$ cat config.mk
export PLATFORM = sky130hd
export DESIGN_NAME = any1_rob_alloc_flat
export DESIGN_NICKNAME = d
export VERILOG_FILES = /design/src/rtl/any1_pkg.sv /design/src/rtl/any1_rob_alloc_if.sv /design/src/rtl/any1_rob_alloc.sv /design/src/flat_wrapper.sv
export SDC_FILE = /design/constraint.sdc
export NUM_CORES = 1
export LEC_CHECK = 0
export CAP_MARGIN = 20
export CORE_ASPECT_RATIO = 1.5
export CORE_UTILIZATION = 29
export CTS_BUF_LIST = sky130_fd_sc_hd__clkbuf_4
export DETAILED_ROUTE_END_ITERATION = 10
export MAX_ROUTING_LAYER = met4
export SYNTH_ARGS = -nofsm -noshare
export SYNTH_HDL_FRONTEND = slang
export SYNTH_SLANG_ARGS = --single-unit
$ cat constraint.sdc
create_clock -name clk_i -period 4.9 [get_ports clk_i]
set_input_delay 0.49 -clock clk_i [delete_from_list [all_inputs] [get_ports clk_i]]
set_output_delay 0.49 -clock clk_i [all_outputs]
set_load 0.05 [all_outputs]
$ cat src/rtl/any1_pkg.sv
// Shared reorder-buffer types and the age-ordering helper used by the
// allocator and by anything else that has to compare two ROB ids.
package any1_pkg;

  localparam int ROB_ENTRIES = 64;

  typedef logic [5:0] RobPtr;
  typedef logic [6:0] RobCnt;

  // True when entry a was allocated after entry b; ages are distances from head.
  function automatic logic is_younger(input RobPtr a, input RobPtr b, input RobPtr head,
                                      input RobPtr mask = RobPtr'(ROB_ENTRIES - 1));
    RobPtr age_a;
    RobPtr age_b;
    age_a = (a - head) & mask;
    age_b = (b - head) & mask;
    return age_a > age_b;
  endfunction

endpackage

$ cat src/rtl/any1_rob_alloc_if.sv
// Decode / execute / retire / flush handshake bundle for the ROB allocator.
// The slave side is the ROB itself.
interface any1_rob_alloc_if;
  import any1_pkg::*;

  logic  alloc_req_i;
  logic  alloc_gnt_o;
  RobPtr alloc_rid_o;
  logic  done_i;
  RobPtr done_rid_i;
  logic  cmt_stall_i;
  logic  cmt_o;
  RobPtr cmt_rid_o;
  logic  flush_i;
  RobPtr flush_rid_i;
  RobCnt count_o;
  logic  full_o;
  logic  empty_o;

  modport slave (
    input  alloc_req_i, done_i, done_rid_i, cmt_stall_i, flush_i, flush_rid_i,
    output alloc_gnt_o, alloc_rid_o, cmt_o, cmt_rid_o, count_o, full_o, empty_o
  );

  modport master (
    output alloc_req_i, done_i, done_rid_i, cmt_stall_i, flush_i, flush_rid_i,
    input  alloc_gnt_o, alloc_rid_o, cmt_o, cmt_rid_o, count_o, full_o, empty_o
  );

endinterface

$ cat src/rtl/any1_rob_alloc.sv
// Reorder-buffer id allocator: in-order allocate at tail, out-of-order done,
// in-order commit at head, and branch-mispredict flush of younger entries.
module any1_rob_alloc #(
  parameter int ROB_ENTRIES = 64
) (
  input  logic             clk_i,
  input  logic             rst_ni,
  any1_rob_alloc_if.slave  rob
);
  import any1_pkg::*;

  localparam RobPtr PTR_MASK = RobPtr'(ROB_ENTRIES - 1);
  localparam RobCnt FULL_CNT = RobCnt'(ROB_ENTRIES);

  RobPtr head_q, head_d;
  RobPtr tail_q, tail_d;
  RobCnt count_q, count_d;
  logic [ROB_ENTRIES-1:0] valid_q, valid_d;
  logic [ROB_ENTRIES-1:0] done_q, done_d;

  logic  full;
  logic  empty;
  logic  gnt;
  logic  cmt;
  logic  flush_act;
  RobPtr flush_age;

  assign full  = (count_q == FULL_CNT);
  assign empty = (count_q == '0);

  // Grant looks at the registered count, so a commit never frees a slot same-cycle.
  assign gnt = rob.alloc_req_i & ~full & ~rob.flush_i & rst_ni;
  assign cmt = ~empty & done_q[rob.cmt_rid_o] & ~rob.cmt_stall_i;

  assign flush_act = rob.flush_i & valid_q[rob.flush_rid_i];
  assign flush_age = (rob.flush_rid_i - head_q) & PTR_MASK;

  assign rob.alloc_gnt_o = gnt;
  assign rob.alloc_rid_o = tail_q;
  assign rob.cmt_o       = cmt;
  assign rob.cmt_rid_o   = head_q;
  assign rob.count_o     = count_q;
  assign rob.full_o      = full;
  assign rob.empty_o     = empty;

  always_comb begin
    head_d  = head_q;
    tail_d  = tail_q;
    count_d = count_q + RobCnt'(gnt) - RobCnt'(cmt);

    if (cmt) begin
      head_d = (head_q + RobPtr'(1)) & PTR_MASK;
    end
    if (gnt) begin
      tail_d = (tail_q + RobPtr'(1)) & PTR_MASK;
    end
    // Entries kept are head..flush_rid inclusive, less one if head retires now.
    if (flush_act) begin
      tail_d  = (rob.flush_rid_i + RobPtr'(1)) & PTR_MASK;
      count_d = RobCnt'(flush_age) + RobCnt'(1) - RobCnt'(cmt);
    end
  end

  always_comb begin
    valid_d = valid_q;
    done_d  = done_q;
    for (int i = 0; i < ROB_ENTRIES; i++) begin
      if (rob.done_i && valid_q[i] && (rob.done_rid_i == RobPtr'(i))) begin
        done_d[i] = 1'b1;
      end
      if (cmt && (head_q == RobPtr'(i))) begin
        valid_d[i] = 1'b0;
        done_d[i]  = 1'b0;
      end
      if (gnt && (tail_q == RobPtr'(i))) begin
        valid_d[i] = 1'b1;
        done_d[i]  = 1'b0;
      end
      // Applied last so a same-cycle done to a discarded entry is dropped.
      if (flush_act && is_younger(RobPtr'(i), rob.flush_rid_i, head_q, PTR_MASK)) begin
        valid_d[i] = 1'b0;
        done_d[i]  = 1'b0;
      end
    end
  end

  always_ff @(posedge clk_i or negedge rst_ni) begin
    if (!rst_ni) begin
      head_q  <= '0;
      tail_q  <= '0;
      count_q <= '0;
      valid_q <= '0;
      done_q  <= '0;
    end else begin
      head_q  <= head_d;
      tail_q  <= tail_d;
      count_q <= count_d;
      valid_q <= valid_d;
      done_q  <= done_d;
    end
  end

endmodule

$ cat src/flat_wrapper.sv
// flat-port wrapper written by rule: the top's interface ports become plain ports
module any1_rob_alloc_flat import any1_pkg::*;
#(
  parameter int ROB_ENTRIES = 64
)
  (clk_i, rst_ni, rob_alloc_req_i, rob_done_i, rob_done_rid_i, rob_cmt_stall_i, rob_flush_i, rob_flush_rid_i, rob_alloc_gnt_o, rob_alloc_rid_o, rob_cmt_o, rob_cmt_rid_o, rob_count_o, rob_full_o, rob_empty_o);
  any1_rob_alloc_if rob_i ();
  input  logic clk_i;
  input  logic rst_ni;
  input wire logic [$bits(rob_i.alloc_req_i)-1:0] rob_alloc_req_i;
  input wire logic [$bits(rob_i.done_i)-1:0] rob_done_i;
  input wire logic [$bits(rob_i.done_rid_i)-1:0] rob_done_rid_i;
  input wire logic [$bits(rob_i.cmt_stall_i)-1:0] rob_cmt_stall_i;
  input wire logic [$bits(rob_i.flush_i)-1:0] rob_flush_i;
  input wire logic [$bits(rob_i.flush_rid_i)-1:0] rob_flush_rid_i;
  output wire logic [$bits(rob_i.alloc_gnt_o)-1:0] rob_alloc_gnt_o;
  output wire logic [$bits(rob_i.alloc_rid_o)-1:0] rob_alloc_rid_o;
  output wire logic [$bits(rob_i.cmt_o)-1:0] rob_cmt_o;
  output wire logic [$bits(rob_i.cmt_rid_o)-1:0] rob_cmt_rid_o;
  output wire logic [$bits(rob_i.count_o)-1:0] rob_count_o;
  output wire logic [$bits(rob_i.full_o)-1:0] rob_full_o;
  output wire logic [$bits(rob_i.empty_o)-1:0] rob_empty_o;
  assign rob_i.alloc_req_i = rob_alloc_req_i;
  assign rob_i.done_i = rob_done_i;
  assign rob_i.done_rid_i = rob_done_rid_i;
  assign rob_i.cmt_stall_i = rob_cmt_stall_i;
  assign rob_i.flush_i = rob_flush_i;
  assign rob_i.flush_rid_i = rob_flush_rid_i;
  assign rob_alloc_gnt_o = rob_i.alloc_gnt_o;
  assign rob_alloc_rid_o = rob_i.alloc_rid_o;
  assign rob_cmt_o = rob_i.cmt_o;
  assign rob_cmt_rid_o = rob_i.cmt_rid_o;
  assign rob_count_o = rob_i.count_o;
  assign rob_full_o = rob_i.full_o;
  assign rob_empty_o = rob_i.empty_o;
  any1_rob_alloc #(.ROB_ENTRIES(ROB_ENTRIES)) u_core (.clk_i(clk_i), .rst_ni(rst_ni), .rob(rob_i));
endmodule
# == Word level (Yosys, flattened, before mapping) ==
# Cells that the tools add are included.
# Widths: inputs -> output; s select.
# totals
regBits,147
inputBits,18
wordCells,1377
# op_classes
n_addsub,72
order_cmp,66
eq_ne,190
mux,455
n_bitwise,10
reduce_logical,453
# ops
op,count
$eq 6x6->1 const B,96
$mux 1,450
$gt 6x6->1,64
$logic_and 1x1->1,320
$eq 6x5->1 const B,48
$reduce_bool 4->1,64
$reduce_bool 3->1,64
$sub 6x6->6 const A,32
$eq 6x4->1 const B,24
$sub 5x6->6 const A,16
$eq 6x3->1 const B,12
$sub 4x6->6 const A,8
$eq 6x2->1 const B,6
$sub 3x6->6 const A,4
$add 6x1->6 const B,3
$eq 6x1->1 const B,3
$logic_not 6->1,3
$lt 6x7->1 const B,2
$sub 7x1->7,2
$bmux 1 s6,2
$mux 6,2
$sub 1x6->6 const A,2
$sub 2x6->6 const A,2
$add 6x1->7 const B,1
other kinds (8),16

# == Depth between registers and ports, before layout ==
# depth
depth_word,8
depth_mapped,20

# == Worst setup path before layout ==
# Ideal clock, no wire load.
# synth_path
kind,reg2reg
startpoint,reg u_core.head_q[1] (netlist: u_core.rob.cmt_rid_o[1])
endpoint,reg u_core.count_q[6] (netlist: u_core.rob.count_o[6])
arrival_time_ns,4.381
path_slack_ns,0.358
stages_incl_launch_ff,20
n_path_buf,2
path_cell_list,dfrtp_1 clkbuf_1 buf_2 mux4_2 a22oi_1 nand4_1 mux2_2 nand2_1 inv_1 ha_1 inv_1 ha_1 fa_1 a21oi_1 o21bai_1 a21oi_1 nor2_1 or3_1 nand3_1 o41ai_1
# synth_between
elab_chain_cells,6
# synth_rtl
element,line_no,text
from (decl),any1_rob_alloc.sv:15,"RobPtr head_q, head_d;"
from (signal assigned),any1_rob_alloc.sv:89,head_q <= '0;
from (signal assigned),any1_rob_alloc.sv:95,head_q <= head_d;
$bmux 1 s6 (*),any1_rob_alloc.sv:33,assign cmt = ~empty & done_q[rob.cmt_rid_o] & ~rob.cmt_stall_i;
$mux 1 (not written as such) (*),any1_rob_alloc.sv:33,
$and 1x1->1 (*) (2 in series),any1_rob_alloc.sv:33,
net rob_cmt_o,flat_wrapper.sv:18,output wire logic [$bits(rob_i.cmt_o)-1:0] rob_cmt_o;
"$sub 7x1->7, on equally long branches","any1_rob_alloc.sv:49, any1_rob_alloc.sv:60",
$mux 7 (*),any1_rob_alloc.sv:58,if (flush_act) begin
net u_core.count_d[6],any1_rob_alloc.sv:17,"RobCnt count_q, count_d;"
to (signal assigned),any1_rob_alloc.sv:97,count_q <= count_d;
to (decl),any1_rob_alloc.sv:17,
# Mark *: on every way through the listed nets, which the timed path passes. The rest lies on a longest branch. The select of a mux whose other input is x is not followed.
# A chain may end at the register's enable or synchronous reset.

# == Worst setup path in the final report ==
# layout_path
startpoint,reg u_core.head_q[1] (netlist: u_core.rob.cmt_rid_o[1])
endpoint,reg u_core.count_q[6] (netlist: u_core.rob.count_o[6])
# layout_between
elab_chain_cells,6
# layout_rtl
element,line_no
branches (longest 5 deep; another with $add 6x1->7),n/a
$mux 7 (*),any1_rob_alloc.sv:58
net u_core.count_d[6],any1_rob_alloc.sv:17
# Mark *: on every way through the listed nets, which the timed path passes. The select of a mux whose other input is x is not followed.

==> results.md <==
- WP buf/inv: 3
- DRT antenna net count: 0
- Critical Path AT: about 5.3 ns
- Final period util: 95.79%
- TNS Setup: 0 ns
- Vias per inst: slightly above 6
- Post-layout util: between 30% and 40%
- DR WL/cell: ~28 µm
- Critical path data required time: about 5.5 ns
- IO Pins: just over 40
- Slew Limit Fails: 0
- Port Buffers: 40
- Reg2reg start: u_core.rob.cmt_rid_o[1]
- Post-Synthesis Cells: ~1,600
- Final Skew: about 0.04 ns
- CTS tree: built
- CP peak stage delay: between 0.6 and 0.7 ns
- Number of synthesized flops with an enable pin: 0
- CP Class: reg -> reg
- Detailed Route WL: between 60,000 and 70,000 µm
- Fraction of layout cells with a size suffix above 1: under 10%
- CP max FO: 16
- Iteration count of the initial detailed-routing pass: 5
- Most frequent cells in the layout: dfrtp_1 (145), nor2_1 (139), nand2_1 (121)
- CTS Buf Count: 17
- GRT Residual Overflow: 0
- Width of the die: approximately 180 µm
- Ys Warns: 0
- Hold-fix buffers, CTS: 0
- GPL Wtd Cong: 1.068
- Endpoints failing hold: 0
- Clock buffer depth: 2
- Clk sinks: about 150
- CP Launch Point: u_core.rob.cmt_rid_o[1]
- CP Capture Type: flip-flop
- Layout net count: 1,755
- Initial antenna violation count: 2
- Die ar.: 47,480 µm²
- Fraction of registers with async set/reset: 100.0%
- Vias in the first global route: about 13,000
- Max-cap viol count: 0
- Total number of vias: approximately 14,000
- Register area share after synthesis: roughly 27%
- Post-DP HPWL: about 47,000 µm
- Setup Viol. Count Final: 0
- Global-route wire length before repair: ~90,000 µm
- H-Tree Depth: 4
- RSZ-0062 raised after global routing: no
- Slowest cell on the critical path: dfrtp_4
- Num rows: 96
- Area of the core: 45,880 µm²
- Setup bufs post-CTS: 0
- Mean post-synth cell area: ~8.5 µm²
- Synthesized Nets: 1,733
- Maximum number of pins on one net before global-route repair: 53
- Worst path cell trace: buf_12 > mux2i_1 > a22oi_1 > nand3_1 > nand4_1 > mux2_2 > nand2_1 > inv_1 > ha_1 > inv_1 > ha_1 > fa_1 > a21oi_1 > o21bai_1 > a21oi_1 > nor2_1 > or3_1 > nand3_1 > o41ai_1
- GRT Total Usage: between 20% and 30%
- Most common cell after layout, fill and taps aside: dfrtp_1
- Mapped Area: between 10,000 and 15,000 µm²
- Iter 0 DRT Violations: 1,269
- Worst-margin pin slew: 1.172 ns
- Startpoint types: flip-flop
- CTS clock-pin slew for the worst setup and hold paths: roughly 0.17 ns
- Hold crit path type: in -> async
- Yosys cell types: 77
- # DRC: 0
- Final min period: 4.694 ns
- P&R area growth vs syn: 11.19%
- Status: complete, no violations
- CP delay by family, top: adder cells
- Worst slew margin: approximately 22%
- Primary FF master, synth: dfrtp_1
- CTS Root Buffer Type: clkbuf_4
- Yosys reg bits: around 150
- Max Fclk: ~210 MHz
- Die Ht: between 200 and 300 µm
- Initial Util: 29.45%
- Clk_lat worst skew: between 0.6 and 0.7 ns
-- layer usage --
| metal | vias to the layer above | part of all wire, % | global-route usage [%] |
|---|---|---|---|
| met2 | 771 | 48 | 44.31 |
| met1 | 6629 | 35 | 28.76 |
| met3 | 277 | 6.4 | 3.803 |
| li1 | 5957 | - | - |
| met4 | 0 | 10 | 22.31 |
| met5 | - | 0 | - |
-- through the flow --
stage                     area, µm²  hold slack [ns]  setup slack (ns)  std cells
after floorplan               13510           0.1944            0.3576       1596
after global placement        14730           0.5255            0.2262       2186
after detailed placement      14740           0.5273            0.2368       2187
after CTS                     15020         0.005272            0.2401       2219
after global routing          15020          0.01987          0.006005       2220
final                         15030          0.01813            0.2064       2221
-- worst register-to-register path, stage by stage (launching register included) --
cell and delay, ns:
dfrtp_4 0.67, buf_12 0.24, mux2i_1 0.53, a22oi_1 0.20, nand3_1 0.11, nand4_1 0.15
mux2_2 0.39, nand2_1 0.13, inv_1 0.17, ha_1 0.33, inv_1 0.04, ha_1 0.20
fa_1 0.41, a21oi_1 0.17, o21bai_1 0.11, a21oi_1 0.16, nor2_1 0.06, or3_1 0.33
nand3_1 0.09, o41ai_1 0.09
-- cell type report --
cell class	instances	area (µm²)
well taps	588	735.7
clock buffers	17	127.6
multi-input cells	1275	9129
repair buffers	97	897.1
inverters	80	300.3
fillers	4786	30860
flip-flops and latches	147	3684
diodes	2	5.005
clock inverters	15	147.6
-- final timing paths --
path,end,slack (ns),cells after the start
max,u_core.rob.count_o[6],0.21,19
min,u_core.rob.count_o[6],0.02,2
max reg2reg,u_core.rob.count_o[6],0.21,19
min reg2reg,u_core.valid_q[30],0.55,2
max in group asynchronous,u_core.rob.cmt_rid_o[1],3.55,3
min in group clk_i,u_core.valid_q[30],0.55,2
-- logic make-up after synthesis --
group,count (synthesis),synth area share (%)
and+or+nand+nor,539,19.65
adders and majority gates,159,14.15
DFF,147,27.22
AOI/OAI and AO/OA,428,21.60
buffers and inverters,174,5.435
muxes,58,6.046
xor gates and xnor gates,91,5.898
-- cell usage after synthesis, types with 39 or more instances --
library cell | count | area [µm²]
clkbuf_1 | 57 | 214.0
maj3_1 | 40 | 400.4
inv_1 | 74 | 277.8
dfrtp_1 | 147 | 3679
a21oi_1 | 88 | 440.4
nor3_1 | 85 | 425.4
xnor2_1 | 78 | 683.2
o21ai_0 | 68 | 340.3
ha_1 | 116 | 1451
nand2_1 | 121 | 454.2
nor2_1 | 140 | 525.5
a31oi_1 | 39 | 244.0
a22oi_1 | 43 | 322.8
and3_1 | 43 | 269.0
-- what timing repair did --
action                                 4_1_cts  5_1_grt
endpoints found under the hold margin        0        0
gates resized for setup                      0        1
setup endpoints to repair                    0        1
-- sequential cells by signal, indices dropped and copies added (netlist names) --
signal and flops:
u_core.done_q 64, u_core.rob.alloc_rid_o 6, u_core.rob.cmt_rid_o 6, u_core.rob.count_o 7
u_core.valid_q 64
Power is not shown: default switching activity piles up to over one toggle a cycle in this logic, so the estimate is an artifact.
